==> config.mk <==
export PLATFORM = sky130hd
export DESIGN_NAME = mem_stage
export DESIGN_NICKNAME = d
export VERILOG_FILES = /design/src/rtl/mem_stage.sv
export SDC_FILE = /design/constraint.sdc
export NUM_CORES = 1
export LEC_CHECK = 0
export BUFFER_PORTS_ARGS = -buffer_cell sky130_fd_sc_hd__buf_2
export CORE_AREA = 2 2 283 285
export DETAILED_ROUTE_END_ITERATION = 12
export DIE_AREA = 0 0 285 287
export SYNTH_ARGS = -nofsm -noshare
export SYNTH_HDL_FRONTEND = slang
export SYNTH_SLANG_ARGS = --single-unit
==> constraint.sdc <==
create_clock -name clk -period 1.6 [get_ports clk]
set_input_delay 0.16 -clock clk [delete_from_list [all_inputs] [get_ports clk]]
set_output_delay 0.16 -clock clk [all_outputs]
set_load 0.02 [all_outputs]
==> src/rtl/mem_stage.sv <==
// Memory-access pipeline stage: one data-memory request per instruction,
// stalls until the response returns, then latches the aligned/extended result.
package rv32imc_types;
    typedef struct packed {
        logic       mem_read;
        logic       mem_write;
        logic [2:0] funct3;
    } mem_ctrl_t;

    typedef struct packed {
        logic       reg_write;
        logic [1:0] wb_sel;
    } wb_ctrl_t;

    typedef struct packed {
        logic        valid;
        logic [63:0] order;
        logic [31:0] inst;
        logic [31:0] pc_rdata;
        logic [31:0] mem_addr;
        logic [3:0]  mem_rmask;
        logic [3:0]  mem_wmask;
        logic [31:0] mem_rdata;
        logic [31:0] mem_wdata;
    } rvfi_t;

    typedef struct packed {
        logic [31:0] func_out;
        logic [31:0] rs2_rdata;
        logic [4:0]  rd_addr;
        mem_ctrl_t   mem_ctrl;
        wb_ctrl_t    wb_ctrl;
        rvfi_t       rvfi;
    } ex_stage_t;

    typedef struct packed {
        logic [31:0] func_out;
        logic [31:0] load_data;
        logic [4:0]  rd_addr;
        wb_ctrl_t    wb_ctrl;
        rvfi_t       rvfi;
    } mem_stage_t;
endpackage

module mem_stage
    import rv32imc_types::*;
(
    input  logic        clk,
    input  logic        rst,
    input  logic        i_stall,
    output logic        o_mem_stall,
    input  ex_stage_t   ex_stage_reg,
    output mem_stage_t  mem_stage_reg,
    output logic [31:0] dmem_addr,
    output logic [3:0]  dmem_rmask,
    output logic [3:0]  dmem_wmask,
    output logic [31:0] dmem_wdata,
    input  logic [31:0] dmem_rdata,
    input  logic        dmem_resp
);

    typedef enum logic [1:0] {IDLE, WAIT, DONE} state_t;

    state_t      r_state;
    state_t      w_state_next;

    logic        w_mem_op;
    logic [1:0]  w_off;
    logic [3:0]  w_mask;
    logic [31:0] w_addr;
    logic [31:0] w_wdata;
    logic        w_issue;
    logic        w_advance;
    logic [31:0] w_rdata_src;
    mem_stage_t  w_mem_next;

    logic [31:0] r_addr;
    logic [3:0]  r_rmask;
    logic [3:0]  r_wmask;
    logic [31:0] r_wdata;
    logic [31:0] r_hold_rdata;

    function automatic logic [31:0] load_extend(input logic [2:0]  funct3,
                                                input logic [31:0] rdata,
                                                input logic [1:0]  off);
        logic [31:0] raw;
        raw = rdata >> {off, 3'b000};
        case (funct3)
            3'b000:  return {{24{raw[7]}}, raw[7:0]};
            3'b001:  return {{16{raw[15]}}, raw[15:0]};
            3'b100:  return {24'h0, raw[7:0]};
            3'b101:  return {16'h0, raw[15:0]};
            default: return raw;
        endcase
    endfunction

    always_comb begin
        w_mem_op = ex_stage_reg.rvfi.valid &
                   (ex_stage_reg.mem_ctrl.mem_read | ex_stage_reg.mem_ctrl.mem_write);
        w_off    = ex_stage_reg.func_out[1:0];
        w_addr   = {ex_stage_reg.func_out[31:2], 2'b00};
        w_wdata  = ex_stage_reg.rs2_rdata << {w_off, 3'b000};
        // Lanes shifted past byte 3 fall off the 4-bit mask; misalignment is not trapped.
        case (ex_stage_reg.mem_ctrl.funct3[1:0])
            2'b00:   w_mask = 4'b0001 << w_off;
            2'b01:   w_mask = 4'b0011 << w_off;
            default: w_mask = 4'b1111;
        endcase
    end

    always_comb begin
        w_state_next = r_state;
        w_issue      = 1'b0;
        dmem_addr    = '0;
        dmem_rmask   = '0;
        dmem_wmask   = '0;
        dmem_wdata   = '0;
        o_mem_stall  = w_mem_op & ((r_state == IDLE) | ((r_state == WAIT) & !dmem_resp));
        case (r_state)
            IDLE: begin
                if (w_mem_op && !rst) begin
                    w_issue      = 1'b1;
                    w_state_next = WAIT;
                    dmem_addr    = w_addr;
                    dmem_rmask   = ex_stage_reg.mem_ctrl.mem_read  ? w_mask : 4'b0000;
                    dmem_wmask   = ex_stage_reg.mem_ctrl.mem_write ? w_mask : 4'b0000;
                    dmem_wdata   = ex_stage_reg.mem_ctrl.mem_write ? w_wdata : 32'h0;
                end
            end
            WAIT: begin
                if (dmem_resp) w_state_next = i_stall ? DONE : IDLE;
            end
            DONE: begin
                if (!i_stall) w_state_next = IDLE;
            end
            default: w_state_next = IDLE;
        endcase
        w_advance = !o_mem_stall & !i_stall;
    end

    always_comb begin
        w_rdata_src          = (r_state == DONE) ? r_hold_rdata : dmem_rdata;
        w_mem_next           = '0;
        w_mem_next.func_out  = ex_stage_reg.func_out;
        w_mem_next.rd_addr   = ex_stage_reg.rd_addr;
        w_mem_next.wb_ctrl   = ex_stage_reg.wb_ctrl;
        w_mem_next.rvfi      = ex_stage_reg.rvfi;
        if (w_mem_op) begin
            if (ex_stage_reg.mem_ctrl.mem_read)
                w_mem_next.load_data = load_extend(ex_stage_reg.mem_ctrl.funct3, w_rdata_src, w_off);
            w_mem_next.rvfi.mem_addr  = r_addr;
            w_mem_next.rvfi.mem_rmask = r_rmask;
            w_mem_next.rvfi.mem_wmask = r_wmask;
            w_mem_next.rvfi.mem_rdata = w_rdata_src;
            w_mem_next.rvfi.mem_wdata = r_wdata;
        end
    end

    always_ff @(posedge clk) begin
        if (rst) r_state <= IDLE;
        else     r_state <= w_state_next;
    end

    // Issue-time request is kept so the retirement record reports what was sent.
    always_ff @(posedge clk) begin
        if (rst) begin
            r_addr  <= '0;
            r_rmask <= '0;
            r_wmask <= '0;
            r_wdata <= '0;
        end else if (w_issue) begin
            r_addr  <= dmem_addr;
            r_rmask <= dmem_rmask;
            r_wmask <= dmem_wmask;
            r_wdata <= dmem_wdata;
        end
    end

    always_ff @(posedge clk) begin
        if (rst)                                              r_hold_rdata <= '0;
        else if ((r_state == WAIT) && dmem_resp && i_stall)  r_hold_rdata <= dmem_rdata;
    end

    always_ff @(posedge clk) begin
        if (rst)            mem_stage_reg <= '0;
        else if (w_advance) mem_stage_reg <= w_mem_next;
    end

endmodule

## Yosys cells after proc, flatten, opt, wreduce, memory -nomap -nowiden

Cells that the tools add are included.

- Bits in writable memories: 0
- Flip-flop bits (word level): 411
- Input bits: 346
- Memories: 0
- Bits in read-only memories: 0
- Latch bits: 0
- Output and inout bits: 378
- Logic and storage cells: 74

- Multipliers: 0
- Reduce and logical (&&, ||, !) cells: 11
- Divide/modulo/power cells: 0
- $add $sub $neg: 0
- Eq/ne operators: 9
- Order comparisons: 0
- Muxes and demuxes: 24
- Shifts and indexed selects: 4
- Bitwise operators: 6

Operators by type and width:

| cell | count |
|---|---|
| two-way mux 32 bit | 8 |
| one-hot mux 32 bit (4 select lines) | 1 |
| two-way mux 104 bit | 1 |
| << shifter 32 x 5 -> 32 bit | 1 |
| >> shifter 32 x 5 -> 32 bit | 1 |
| two-way mux 4 bit | 6 |
| two-way mux 2 bit | 4 |
| one-hot mux 4 bit (2 select lines) | 1 |
| equality test 3 bit, second input constant | 2 |
| one-hot mux 2 bit (3 select lines) | 1 |
| bitwise AND 1 bit | 4 |
| equality test 2 x 1 -> 1 bit, second input constant | 2 |
| zero test 1 bit | 4 |
| zero test 2 bit | 2 |
| != test 2 bit, second input constant | 2 |
| << shifter 1 x 2 -> 4 bit, first input constant | 1 |
| << shifter 2 x 2 -> 4 bit, first input constant | 1 |
| equality test 3 x 1 -> 1 bit, second input constant | 1 |
| logical AND 1 bit | 3 |
| zero test 3 bit | 1 |
| AND reduction 3 bit | 1 |
| equality test 2 bit, second input constant | 1 |
| two-way mux 1 bit | 2 |
| != test 2 x 1 -> 1 bit, second input constant | 1 |
| bitwise OR 1 bit | 2 |

## Longest topological paths before layout

- Depth in word-level cells: 6
- Gate-level depth with buffers: 8
- Mapped depth without buffers: 5

## Worst setup path after synthesis

Ideal clock, no wire load.

- Kind: reg-to-reg
- Start: register r_state[1]
- End: register r_wdata[24]
- Stages on the path, launching flop included: 7
- Path slack: -0.296 ns
- Period minus slack after synthesis: 1.896 ns
- Data required time: 1.534 ns
- Library setup time: 0.066 ns
- Buffers on the path: 1
- Data arrival time: 1.830 ns
- Cells stage by stage: dfxtp_1 -> nor3_1 -> nand3_2 -> clkbuf_1 -> a211oi_1 -> a21oi_1 -> nor2_1

- Cells in the longest elaborated chain, start to end: 2
- Elaborated cells between the ends (all ways): 3
- Classes of those cells: mux: 2; reduce/logical: 1

Ends and longest elaborated chain:

| element | RTL line | source |
|---|---|---|
| start: declaration | 64 | `state_t r_state;` |
| start signal: assignment | 161 | `else r_state <= w_state_next;` |
| zero test 2 bit | 119 | `case (r_state)` |
| two-way mux 32 bit | 119 |  |
| net dmem_wdata[24] | 57 | `output logic [31:0] dmem_wdata,` |
| end signal: assignment | 175 | `r_wdata <= dmem_wdata;` |
| end: declaration | 80 | `logic [31:0] r_wdata;` |

The timed path passes the listed nets, and every way through them passes these cells.
A chain may end at the register's enable or synchronous reset.

## Final worst setup path

- Start: register r_state[0]
- End: output port dmem_wdata[24]

- Cells in the longest elaborated chain, start to end: 2

Ends and longest elaborated chain:

| element | RTL line |
|---|---|
| zero test 2 bit | 119 |
| two-way mux 32 bit | 119 |
| end: declaration | 57 |

No other way between the ends.

==> metrics.txt <==
status=finished with violations; failing checks=negative setup slack; WP data arrival=2.08 ns; Peak VDD IR=0.0008183 V; count leader, synth=nand2_1; starting density of the core=0.2085; Iter 0 DRT Violations=1,256; #FFs+latches synth=409; sequential-to-total area share from yosys stat=0.4995; pre-CTS WS=-0.2610 ns; mux contribution to synthesized area=0.05092; Root Buffer=clkbuf_16; worst skew pair latency=0.58 ns; static leakage=0.01456 uW; RSZ-0062 raised after global routing=true; total CTS buffers=48; gpl congestion=0.8727; core region area=78,610 sq um; max cap viols=0; share of cells above drive strength 1=0.4297; main combinational cell family by area after synthesis=simple AND/OR/NAND/NOR gates; R2R cell count=13; gr usage total=0.1948; I/O Pins=724; post-synthesis adder-cell area fraction=0; Clock transition at path regs=0.06 ns; Clock Skews=0.01887 ns; die width=285 um; largest net degree at the start of global routing=149; simple-gate share of the synthesized area=0.2209; fmax=447.2 MHz; Residual DRC=0; initial antenna violation count=10; top post-synthesis cells by area=dfxtp_1, nand2_1, a21oi_1, mux2i_1, nor2_1; total number of vias=20,490; mapped cell area=16,390 sq um; PwrDens=907.8 nW/um^2; Levels on crit path=7; relative slew slack=0.4157; type of origin of the critical path=register; Routed Antenna Nets=0; post-synthesis compound-gate area fraction=0.1774; Synth Area per Inst=7.846 sq um; Clock Tree Buf Depth=3; Post-synth EDFFs=0; via density per instance=4.602; R2R Path Start=r_state[0]; Area Growth Syn to Fin=95.21%; number of global-route vias before repair=20,650; crit path kind=register to primary output; CP most frequent cell=buf_4; CTS Sinks=409; Tightest Pin Transition=0.8764 ns; Post-synth top cells=nand2_1, dfxtp_1, a21oi_1; fin crit share=1.398; row count=103; Syn. warnings=0; Synth Instances=2,089; Post-Synth XOR/XNOR Area=0; crit path max fanout=8; Final setup viols=419; worst-case register-to-register setup slack=-0.55 ns; Slew Limit Fails=0; max FFs per register=305; Final Hold Viols=0; crit path buf inv count=4; CP max stage delay=0.32 ns; Die ar.=81,800 sq um; Worst R2R End=mem_stage_reg[113]; H-tree depth=2; worst min path class=primary input to register; grt ovf=0; Async SR Flop Fraction=0; fin nets=3,703; Pre-antenna DRT Iters=5; first-pass GRT wire length=123,800 um; critical path's slowest cell=dfxtp_2; Min Clock Period, post-route=2.236 ns; worst-path cell chain=nor3_2 > buf_4 > nand3_4 > buf_4 > buf_16 > a211oi_4 > buf_4; DIE HEIGHT=287 um; min setup slack post-route=-0.6361 ns; post-synth top area share=0.4995; PortBufs=721; hold path cells=5; post-route setup TNS=-139.80 ns; Top FF cell, synth=dfxtp_1; dpl hpwl=53,090 um; Total Routed Length=85,700 um; Top delay family on crit path=buffers and inverters; routed len/inst=19.25 um; worst setup path end=dmem_wdata[24]; critical path data required time=1.44 ns; crit end category=primary output; post-route core utilization=0.4070; Netlist cell types=46; area leader, netlist=dfxtp_1; CTS tree=built; crit path launch=r_state[0]
repair_timing:
item	4_1_cts	5_1_grt
hold buffers	298	0
setup endpoints to repair	396	469
hold endpoints to repair	328	0
cloned	54	2
pin swaps	109	42
buffers inserted	68	34
gates resized for setup	462	178
how the worst min path moves through the flow:
stage / from / slack (ns) / to
5_1_grt: ex_stage_reg[46] / 0.05 / mem_stage_reg[46]
4_1_cts: ex_stage_reg[54] / 0.003 / mem_stage_reg[54]
2_1_floorplan: dmem_rdata[0] / 0.30 / r_hold_rdata[0]
6_report: ex_stage_reg[58] / 0.04 / mem_stage_reg[58]
3_3_place_gp: ex_stage_reg[217] / 0.40 / mem_stage_reg[217]
3_5_place_dp: ex_stage_reg[113] / 0.40 / mem_stage_reg[113]
cell type report:
cell class,count,area (sq um)
Timing Repair Buffer,1391,11920
Antenna cell,9,22.52
Clock inverter,16,168.9
Clock buffer,70,1425
Multi-Input combinational cell,1475,8826
Inverter,32,125.1
Sequential cell,409,8193
Fill cell,7458,46620
Tap cell,1050,1314
power by group:
| group | switching (uW) | total [uW] | internal, uW |
|---|---|---|---|
| combinational | 3540 | 6790 | 3250 |
| sequential | 305 | 11000 | 10700 |
| clock | 4580 | 11200 | 6640 |
tightest hold or removal path: cells and delay by family:
| family | cells | cell delay, ns |
|---|---|---|
| simple gates | 2 | 0.11 |
| compound gates | 2 | 0.24 |
| buf+inv | 1 | 0.07 |
metal layers:
metal	vias to the layer above	global-route usage	wire (um)
met1	9724	0.2263	32980
met2	933	0.3391	42140
met4	8	0.09018	4129
met5	-	0	60
li1	9574	-	-
met3	250	0.04571	6400
through the flow:
stage / cells / cell area, sq um / hold WS [ns] / total power [uW]
after floorplan: 2090 / 16540 / 0.2960 / 13420
after global placement: 3915 / 22850 / 0.3991 / 15590
after detailed placement: 3915 / 22850 / 0.4044 / 15620
after CTS: 4417 / 31240 / 0.002515 / 28960
after global routing: 4447 / 31980 / 0.04870 / 30140
final: 4452 / 32000 / 0.03885 / 29050
cells in the final DEF, fill, tap and decap left out, types with 10 or more instances in the layout:
master	Yosys	final
nor2b_1	19	19
nand2_2	0	68
nor2_1	199	181
buf_8	0	35
a211oi_1	49	19
buf_16	0	48
a311oi_2	0	20
buf_6	3	83
buf_4	2	209
and2_4	0	10
clkbuf_16	0	51
nand2_4	0	33
buf_2	26	654
a211oi_2	0	25
a21oi_1	295	256
a21oi_2	1	35
inv_2	1	11
dfxtp_1	409	407
mux2i_1	80	70
clkbuf_8	0	12
dlygate4sd3_1	0	298
nor2_4	0	17
nand2_1	656	549
buf_12	0	60
o21ai_0	18	15
inv_1	31	19
a311oi_1	70	50
kinds of logic after synthesis:
logic type / Yosys count
flip-flops: 409
AO/OA/AOI/OAI: 475
AND/OR/NAND/NOR: 916
buffers and inverters: 206
other: 1
multiplexers: 82
(Power assumes the default switching activity.)
